## src/rtl/intr_source_aggregator.sv

```systemverilog
// Interrupt source aggregator: per-source edge/level capture into a pending
// register, mask, write-1-to-clear acknowledge, and an INTR output FSM that
// enforces a minimum deassert gap between interrupt episodes.
module intr_source_aggregator #(
    parameter int unsigned C_SOURCES        = 8,
    parameter logic [31:0] C_EDGE_MASK      = 32'h0000_00FF,
    parameter logic [31:0] C_MASK_INIT      = 32'h0000_0000,
    parameter int unsigned C_HOLDOFF_CYCLES = 4,
    parameter bit          C_ACTIVE         = 1'b1
) (
    input  logic                 CLK,
    input  logic                 nRST,
    input  logic [C_SOURCES-1:0] SRC,
    input  logic                 MASK_WE,
    input  logic [C_SOURCES-1:0] MASK_WDATA,
    input  logic                 CLR_EN,
    input  logic [C_SOURCES-1:0] CLR_DATA,
    output logic [C_SOURCES-1:0] PENDING,
    output logic [C_SOURCES-1:0] MASK,
    output logic                 INTR,
    output logic [((C_SOURCES > 1) ? $clog2(C_SOURCES) : 1)-1:0] INTR_ID,
    output logic [15:0]          INTR_CNT
);

    localparam int unsigned IdW       = (C_SOURCES > 1) ? $clog2(C_SOURCES) : 1;
    localparam logic        IntrOn    = C_ACTIVE;
    localparam logic        IntrOff   = ~C_ACTIVE;
    localparam logic [15:0] HoldLoad  = 16'(C_HOLDOFF_CYCLES - 1);
    localparam logic [15:0] CntMax    = 16'hFFFF;

    typedef enum logic [1:0] {
        StIdle,
        StAssert,
        StHoldoff
    } state_e;

    logic [C_SOURCES-1:0] edge_sel;
    logic [C_SOURCES-1:0] src_hist_q;
    logic [C_SOURCES-1:0] set_bits;
    logic [C_SOURCES-1:0] clr_bits;
    logic [C_SOURCES-1:0] pending_d;
    logic [C_SOURCES-1:0] pending_q;
    logic [C_SOURCES-1:0] mask_q;
    logic [C_SOURCES-1:0] enabled;
    logic                 act;
    logic [IdW-1:0]       low_id;

    state_e               state_q;
    logic                 intr_q;
    logic [IdW-1:0]       id_q;
    logic [15:0]          cnt_q;
    logic [15:0]          hold_q;

    assign edge_sel = C_EDGE_MASK[C_SOURCES-1:0];

    // Capture and acknowledge: a new set always wins over a same-cycle clear.
    always_comb begin
        set_bits  = (SRC & ~src_hist_q & edge_sel) | (SRC & ~edge_sel);
        clr_bits  = CLR_EN ? CLR_DATA : '0;
        pending_d = (pending_q & ~clr_bits) | set_bits;
    end

    // Enabled view of the registered pending/mask state.
    always_comb begin
        enabled = pending_q & mask_q;
        act     = |enabled;
    end

    // Priority encoder: lowest-index enabled pending source.
    always_comb begin
        low_id = '0;
        for (int i = int'(C_SOURCES) - 1; i >= 0; i--) begin
            if (enabled[i]) begin
                low_id = IdW'(i);
            end
        end
    end

    // Source history loads even in reset so a source held high through
    // reset release does not look like a rising edge.
    always_ff @(posedge CLK) begin
        src_hist_q <= SRC;
    end

    // Pending and mask registers.
    always_ff @(posedge CLK) begin
        if (!nRST) begin
            pending_q <= '0;
            mask_q    <= C_MASK_INIT[C_SOURCES-1:0];
        end else begin
            pending_q <= pending_d;
            if (MASK_WE) begin
                mask_q <= MASK_WDATA;
            end
        end
    end

    // INTR episode FSM with registered INTR, INTR_ID and INTR_CNT.
    always_ff @(posedge CLK) begin
        if (!nRST) begin
            state_q <= StIdle;
            intr_q  <= IntrOff;
            id_q    <= '0;
            cnt_q   <= '0;
            hold_q  <= '0;
        end else begin
            unique case (state_q)
                StIdle: begin
                    if (act) begin
                        state_q <= StAssert;
                        intr_q  <= IntrOn;
                        // ID valid in the same cycle INTR rises.
                        id_q    <= low_id;
                        if (cnt_q != CntMax) begin
                            cnt_q <= cnt_q + 16'd1;
                        end
                    end
                end
                StAssert: begin
                    if (act) begin
                        id_q <= low_id;
                    end else begin
                        state_q <= StHoldoff;
                        intr_q  <= IntrOff;
                        hold_q  <= HoldLoad;
                    end
                end
                StHoldoff: begin
                    if (hold_q == 16'd0) begin
                        state_q <= StIdle;
                    end else begin
                        hold_q <= hold_q - 16'd1;
                    end
                end
                default: begin
                    state_q <= StIdle;
                    intr_q  <= IntrOff;
                end
            endcase
        end
    end

    assign PENDING  = pending_q;
    assign MASK     = mask_q;
    assign INTR     = intr_q;
    assign INTR_ID  = id_q;
    assign INTR_CNT = cnt_q;

endmodule

```

## config.mk

```make
export PLATFORM = sky130hd
export DESIGN_NAME = intr_source_aggregator
export DESIGN_NICKNAME = d
export VERILOG_FILES = /design/src/rtl/intr_source_aggregator.sv
export SDC_FILE = /design/constraint.sdc
export NUM_CORES = 1
export LEC_CHECK = 0
export ABC_AREA = 1
export CORE_UTILIZATION = 50
export DETAILED_ROUTE_END_ITERATION = 10
export GPL_ROUTABILITY_DRIVEN = 0
export PLACE_DENSITY = 0.8
export SETUP_SLACK_MARGIN = 0.3
export SLEW_MARGIN = 20
export SYNTH_ARGS = -nofsm -noshare
export SYNTH_HDL_FRONTEND = slang
export SYNTH_SLANG_ARGS = --single-unit
```

## constraint.sdc

```tcl
create_clock -name CLK -period 1.95 [get_ports CLK]
set_clock_uncertainty 0.2 [all_clocks]
set_input_delay 0.195 -clock CLK [delete_from_list [all_inputs] [get_ports CLK]]
set_output_delay 0.195 -clock CLK [all_outputs]
set_load 0.05 [all_outputs]
```

==> Yosys cells after proc, flatten, opt, wreduce, memory -nomap -nowiden <==
Index checks and enable logic that the tools add are counted.
{ "totals": {"ff_bits": 62, "inputBits": 28, "elab_cells": 53} }
{ "op_classes": {"eq_ne": 7, "n_bitwise": 7, "n_addsub": 2, "n_reduce_logical": 10, "mux": 19} }
{ "ops": {"columns": ["operator", "count"], "rows": [
  ["16-bit two-way mux", 2],
  ["16-bit case mux with 2 select lines", 1],
  ["8-bit AND", 3],
  ["3-bit two-way mux", 8],
  ["16-bit by 1-bit adder with 16-bit output, second input constant", 1],
  ["16-bit logical NOT", 1],
  ["16-bit inequality test, second input constant", 1],
  ["8-bit inverter", 2],
  ["16-bit by 1-bit subtractor with 16-bit output, second input constant", 1],
  ["3-bit AND reduction", 4],
  ["8-bit two-way mux", 1],
  ["2-bit inequality test, second input constant", 4],
  ["8-bit OR", 1],
  ["8-bit OR reduction", 1],
  ["2-bit two-way mux", 3],
  ["2-bit case mux with 3 select lines", 1],
  ["1-bit case mux with 3 select lines", 1],
  ["2-bit by 1-bit == test with 1-bit output, second input constant", 1],
  ["2-bit == test, second input constant", 1],
  ["2-bit logical NOT", 1],
  ["1-bit two-way mux", 2],
  ["2-bit AND reduction", 1],
  ["2-bit nonzero test", 1],
  ["2-bit OR reduction", 1],
  ["1-bit inverter", 1]
]} }

==> Longest topological paths before layout <==
{ "logic_depth": {"ltp_word": 9, "depth_mapped": 12, "mapped_depth_nobuf": 11} }

==> Worst setup path after synthesis <==
No wires, ideal clock.
{ "synth_timing": {"kind": "register to register", "startpoint": "reg cnt_q[5], in the netlist INTR_CNT[5]", "endpoint": "reg cnt_q[10], in the netlist INTR_CNT[10]", "slack_ps": -88, "arrival_ps": 1701, "period_less_slack_ps": 2038, "n_path_buf": 1, "stages_incl_launch_ff": 11, "path_cell_list": "dfxtp_1 -> nand2_1 -> nor2_4 -> nand2_2 -> nor2_4 -> nand2_2 -> nand3_4 -> inv_2 -> buf_6 -> nand2_1 -> a21oi_2"} }
{ "synth_via": {"elab_chain_len": 2} }
{ "synth_rtl": {"columns": ["item", "line", "text"], "rows": [
  ["start: declaration", "51", "logic [15:0] cnt_q;"],
  ["start signal: assignment", "115", "cnt_q <= cnt_q + 16'd1;"],
  ["branches (longest 2 deep; another with 16-bit by 1-bit adder with 16-bit output)", null, null]
]} }
Parallel ways; which one is timed is not known.
A chain may end at the register's enable or synchronous reset.

==> Final worst setup path <==
{ "layout_timing": {"startpoint": "reg hold_q[0]", "endpoint": "reg hold_q[2]"} }
{ "layout_via": {"elab_chain_len": 3} }
{ "layout_rtl": {"columns": ["item", "line", "text"], "rows": [
  ["start: declaration", "52", "logic [15:0] hold_q;"],
  ["start signal: assignment", "125", "hold_q <= HoldLoad;"],
  ["start signal: assignment", "132", "hold_q <= hold_q - 16'd1;"],
  ["16-bit by 1-bit subtractor with 16-bit output / 16-bit logical NOT (equally long branches)", "132, 129", null],
  ["16-bit two-way mux / 2-bit inequality test (equally long branches)", null, null],
  ["16-bit case mux with 2 select lines / 3-bit AND reduction (equally long branches)", null, null]
]} }
Several ways; a longest one is shown, not always the timed one. The select of a mux whose other input is x is not followed.

==> out/summary.log <==
qor: run_status.status complete, no violations
qor: clock_network.max-clock-path-buffers 2
qor: grt.grt_first_pass_wirelength 12400 um
qor: critical_path.critPathRequiredTime 1.99 ns
qor: yosys.post-synth-top-area-fraction 40.9%
qor: grt.number_of_global_route_vias_before_repair 2899
qor: critical_path.critical-path-slowest-cell sky130_fd_sc_hd__dfxtp_2
qor: die.row_count 28
qor: yosys.syn-mean-instance-area 6.98 um2
qor: yosys.yosys_register_bits 62
qor: power_and_ir_drop.ir_worst_vdd 0.000548 V
qor: clock_network.clock_tree.htree_level_count 3
qor: timing.tightest_slew 0.529 ns
qor: finish.layout-drive-gt1-share 29.8%
qor: critical_path.worst_path_dominant_cell_family simple AND/OR/NAND/NOR gates
qor: die.die_width 79.9 um
qor: timing.worst_hold_margin 0.123 ns
qor: critical_path.timing.critical_path.slowest_cell_delay 0.34 ns
qor: critical_path.setup.worst_path.start_class flip-flop
qor: die.initial_core_util 51.6%
qor: finish.layout.nets 559
qor: finish.mostFrequentLayoutCell sky130_fd_sc_hd__nand2_1
qor: critical_path.cp.buffers_inverters 2
qor: drt.viasPerCell 5.19
qor: critical_path.path_max_fanout 7
qor: drt.initialDrtViolationCount 212
qor: flow_run.cap_viol_max_count 0
qor: yosys.sequential_area_share_after_synthesis 40.9%
qor: die.dieArea 6380 um2
qor: timing.worst_slew_slack_as_a_fraction_of_its_limit 64.9%
qor: timing.fmaxAchievable 0.582 GHz
qor: finish.final_cell_mix sky130_fd_sc_hd__nand2_1 (105), sky130_fd_sc_hd__nor2_1 (65), sky130_fd_sc_hd__inv_1 (31), sky130_fd_sc_hd__dfxtp_1 (28)
qor: clock_network.clk_transition_reported_paths 0.07 ns
qor: timing.period_share 88.1%
qor: critical_path.critical_path.most_common_cell sky130_fd_sc_hd__nand2_4
qor: critical_path.timing.critical_path.arrival 1.76 ns
qor: placement.port_buffers 63
qor: yosys.synthArstFlopShare 0%
qor: drt.wl 8310 um
qor: power_and_ir_drop.power_per_cell_area 816 nW/um2
qor: yosys.synth-main-ff-cell sky130_fd_sc_hd__dfxtp_1
qor: drt.firstDrtPassIters 5
qor: timing.final-hold-violation-count 0
qor: clock_network.cts_sinks 62
qor: drt.via_count 3162
qor: placement.detailedPlacementHpwl 5300 um
qor: finish.ff_latch_area 1310 um2
qor: yosys.synth.net_count 465
qor: grt.largest_net_degree_at_the_start_of_global_routing 30
qor: critical_path.timing.critical_path.to_type flip-flop
qor: drt.ant_nets 0
qor: timing.drv_slew 0
qor: yosys.synth_area_leaders sky130_fd_sc_hd__dfxtp_1 (41%), sky130_fd_sc_hd__nand2_1 (15%), sky130_fd_sc_hd__nor2_1 (9.5%)
qor: drt.drcViolationCount 0
qor: clock_network.cts_inserted_buffers 9
qor: yosys.synth.cell_area 3030 um2
qor: timing.totalNegativeSetupSlack 0 ns
qor: critical_path.worstSetupPathType reg2reg
qor: die.design.portCount 64
qor: grt.grt_overflow_total 0
qor: clock_network.root_buffer sky130_fd_sc_hd__clkbuf_8
qor: yosys.synth_enable_flop_cells 0
qor: critical_path.worst_path_cell_trace inv_4, ha_4, nand2_4, nor2_4, nand2_2, nand2_4, nand2_8, buf_8, a21oi_1, nor2_1
qor: yosys.post_synth_num_cell_types 27
qor: die.floorplan.die.height 79.9 um
qor: timing.final_period_demand_of_the_worst_path 1.72 ns
qor: finish.fillerInstances 445
qor: die.floorplan.core_area 5890 um2
qor: drt.route.detailed.wl_per_inst 13.7 um
qor: yosys.post-synth-top-area-cell sky130_fd_sc_hd__dfxtp_1
qor: grt.antenna_violations_before_repair 0
qor: yosys.synth.yosys.warnings 0
qor: hold_path.holdCritPathClass in2reg
qor: power_and_ir_drop.leakage 1.97 nW
qor: finish.multiInputGateArea 1800 um2
qor: timing.rsz_0062_raised_after_global_routing yes
qor: yosys.netlist_instances 435
qor: finish.layout-area-overhead-vs-synth 46.3%
qor: timing.final-setup-viol-count 0
qor: clock_network.clk-insertion-delay-late 0.34 ns
qor: clock_network.cts_tree done
qor: finish.antennaDiodeCount 0
qor: grt.grtUsageTotal 25.1%
synthesized netlist by cell type (2+ instances only):
| cell type | n |
|---|---|
| sky130_fd_sc_hd__nand2_1 | 120 |
| sky130_fd_sc_hd__nor2_1 | 77 |
| sky130_fd_sc_hd__dfxtp_1 | 62 |
| sky130_fd_sc_hd__inv_1 | 33 |
| sky130_fd_sc_hd__a21oi_1 | 29 |
| sky130_fd_sc_hd__nand3_1 | 25 |
| sky130_fd_sc_hd__nand2_2 | 14 |
| sky130_fd_sc_hd__o21ai_0 | 14 |
| sky130_fd_sc_hd__xor2_1 | 12 |
| sky130_fd_sc_hd__a21oi_2 | 10 |
| sky130_fd_sc_hd__nand3b_1 | 6 |
| sky130_fd_sc_hd__clkbuf_1 | 4 |
| sky130_fd_sc_hd__nand4_1 | 4 |
| sky130_fd_sc_hd__xnor2_1 | 4 |
| sky130_fd_sc_hd__buf_6 | 3 |
| sky130_fd_sc_hd__nor2_4 | 3 |
| sky130_fd_sc_hd__nor3_1 | 3 |
| sky130_fd_sc_hd__ha_1 | 2 |
| sky130_fd_sc_hd__inv_2 | 2 |
area by class of cell:
cell class / instances / area share, %
Multi-Input combinational cell: 327 / 40.5
Sequential cell: 62 / 29.6
Timing Repair Buffer: 92 / 19.4
Inverter: 36 / 3.55
Clock buffer: 11 / 3.41
Tap cell: 75 / 2.11
Clock inverter: 5 / 1.24
Timing Repair inverter: 1 / 0.141
worst paths after layout:
kind         slack, ns  cells after the start            end       from
min               0.12                      1  src_hist_q[1]     SRC[1]
max reg2reg       0.23                     10      hold_q[2]  hold_q[0]
max               0.23                     10      hold_q[2]  hold_q[0]
min reg2reg       0.25                      2           INTR       INTR
worst register-to-register path, cell delays in order (launching register included):
cell,delay (ns)
sky130_fd_sc_hd__dfxtp_2,0.34
sky130_fd_sc_hd__inv_4,0.08
sky130_fd_sc_hd__ha_4,0.16
sky130_fd_sc_hd__nand2_4,0.07
sky130_fd_sc_hd__nor2_4,0.14
sky130_fd_sc_hd__nand2_2,0.10
sky130_fd_sc_hd__nand2_4,0.10
sky130_fd_sc_hd__nand2_8,0.09
sky130_fd_sc_hd__buf_8,0.15
sky130_fd_sc_hd__a21oi_1,0.14
sky130_fd_sc_hd__nor2_1,0.06
per-layer routing:
metal | up-vias | GRT usage, % | wire length (um)
met5 | - | 0 | 0
met4 | 0 | 12.1 | 208
met3 | 22 | 6.29 | 352
met2 | 93 | 45.0 | 4320
met1 | 1478 | 27.2 | 3430
li1 | 1569 | - | -
registers in the layout, summed over array words and instances (netlist names):
name,cells
INTR_CNT,16
hold_q,16
MASK,8
PENDING,8
src_hist_q,8
INTR_ID,3
state_q,2
INTR,1
through the flow:
step | cells | setup WS (ns) | utilization [%] | instance area (um2) | total power (W)
finish | 609 | 0.231 | 75.4 | 4440 | 0.00362
global route | 609 | 0.131 | 75.4 | 4440 | 0.00380
CTS | 588 | 0.275 | 69.7 | 4100 | 0.00346
detailed placement | 566 | 0.173 | 65.3 | 3840 | 0.00226
global placement | 566 | 0.205 | 65.3 | 3840 | 0.00224
floorplan | 435 | 0.290 | - | 3160 | 0.00204
cell families after synthesis:
family / after synthesis / synth area share (%)
AOI/OAI and AO/OA: 54 / 10.4
xor gates and xnor gates: 16 / 4.62
adders and majority gates: 2 / 0.825
buffers and inverters: 47 / 7.09
DFF: 62 / 40.9
and+or+nand+nor: 254 / 36.2
timing repair:
action                                  in CTS  in global routing
gates resized for setup                     52                 74
cloned                                       0                  3
pin swaps                                    1                 27
buffers inserted                             6                 18
endpoints found under the setup margin      64                 58
hold buffers                                 0                  0
power breakdown:
| group | switching, W | total, W | internal [W] |
|---|---|---|---|
| Combinational | 0.000646 | 0.00105 | 0.000402 |
| Clock | 0.000521 | 0.00118 | 0.000659 |
| Sequential | 0.0000620 | 0.00139 | 0.00133 |
| Total | 0.00123 | 0.00362 | 0.00239 |
No activity file was read; power rests on OpenSTA's default activity.
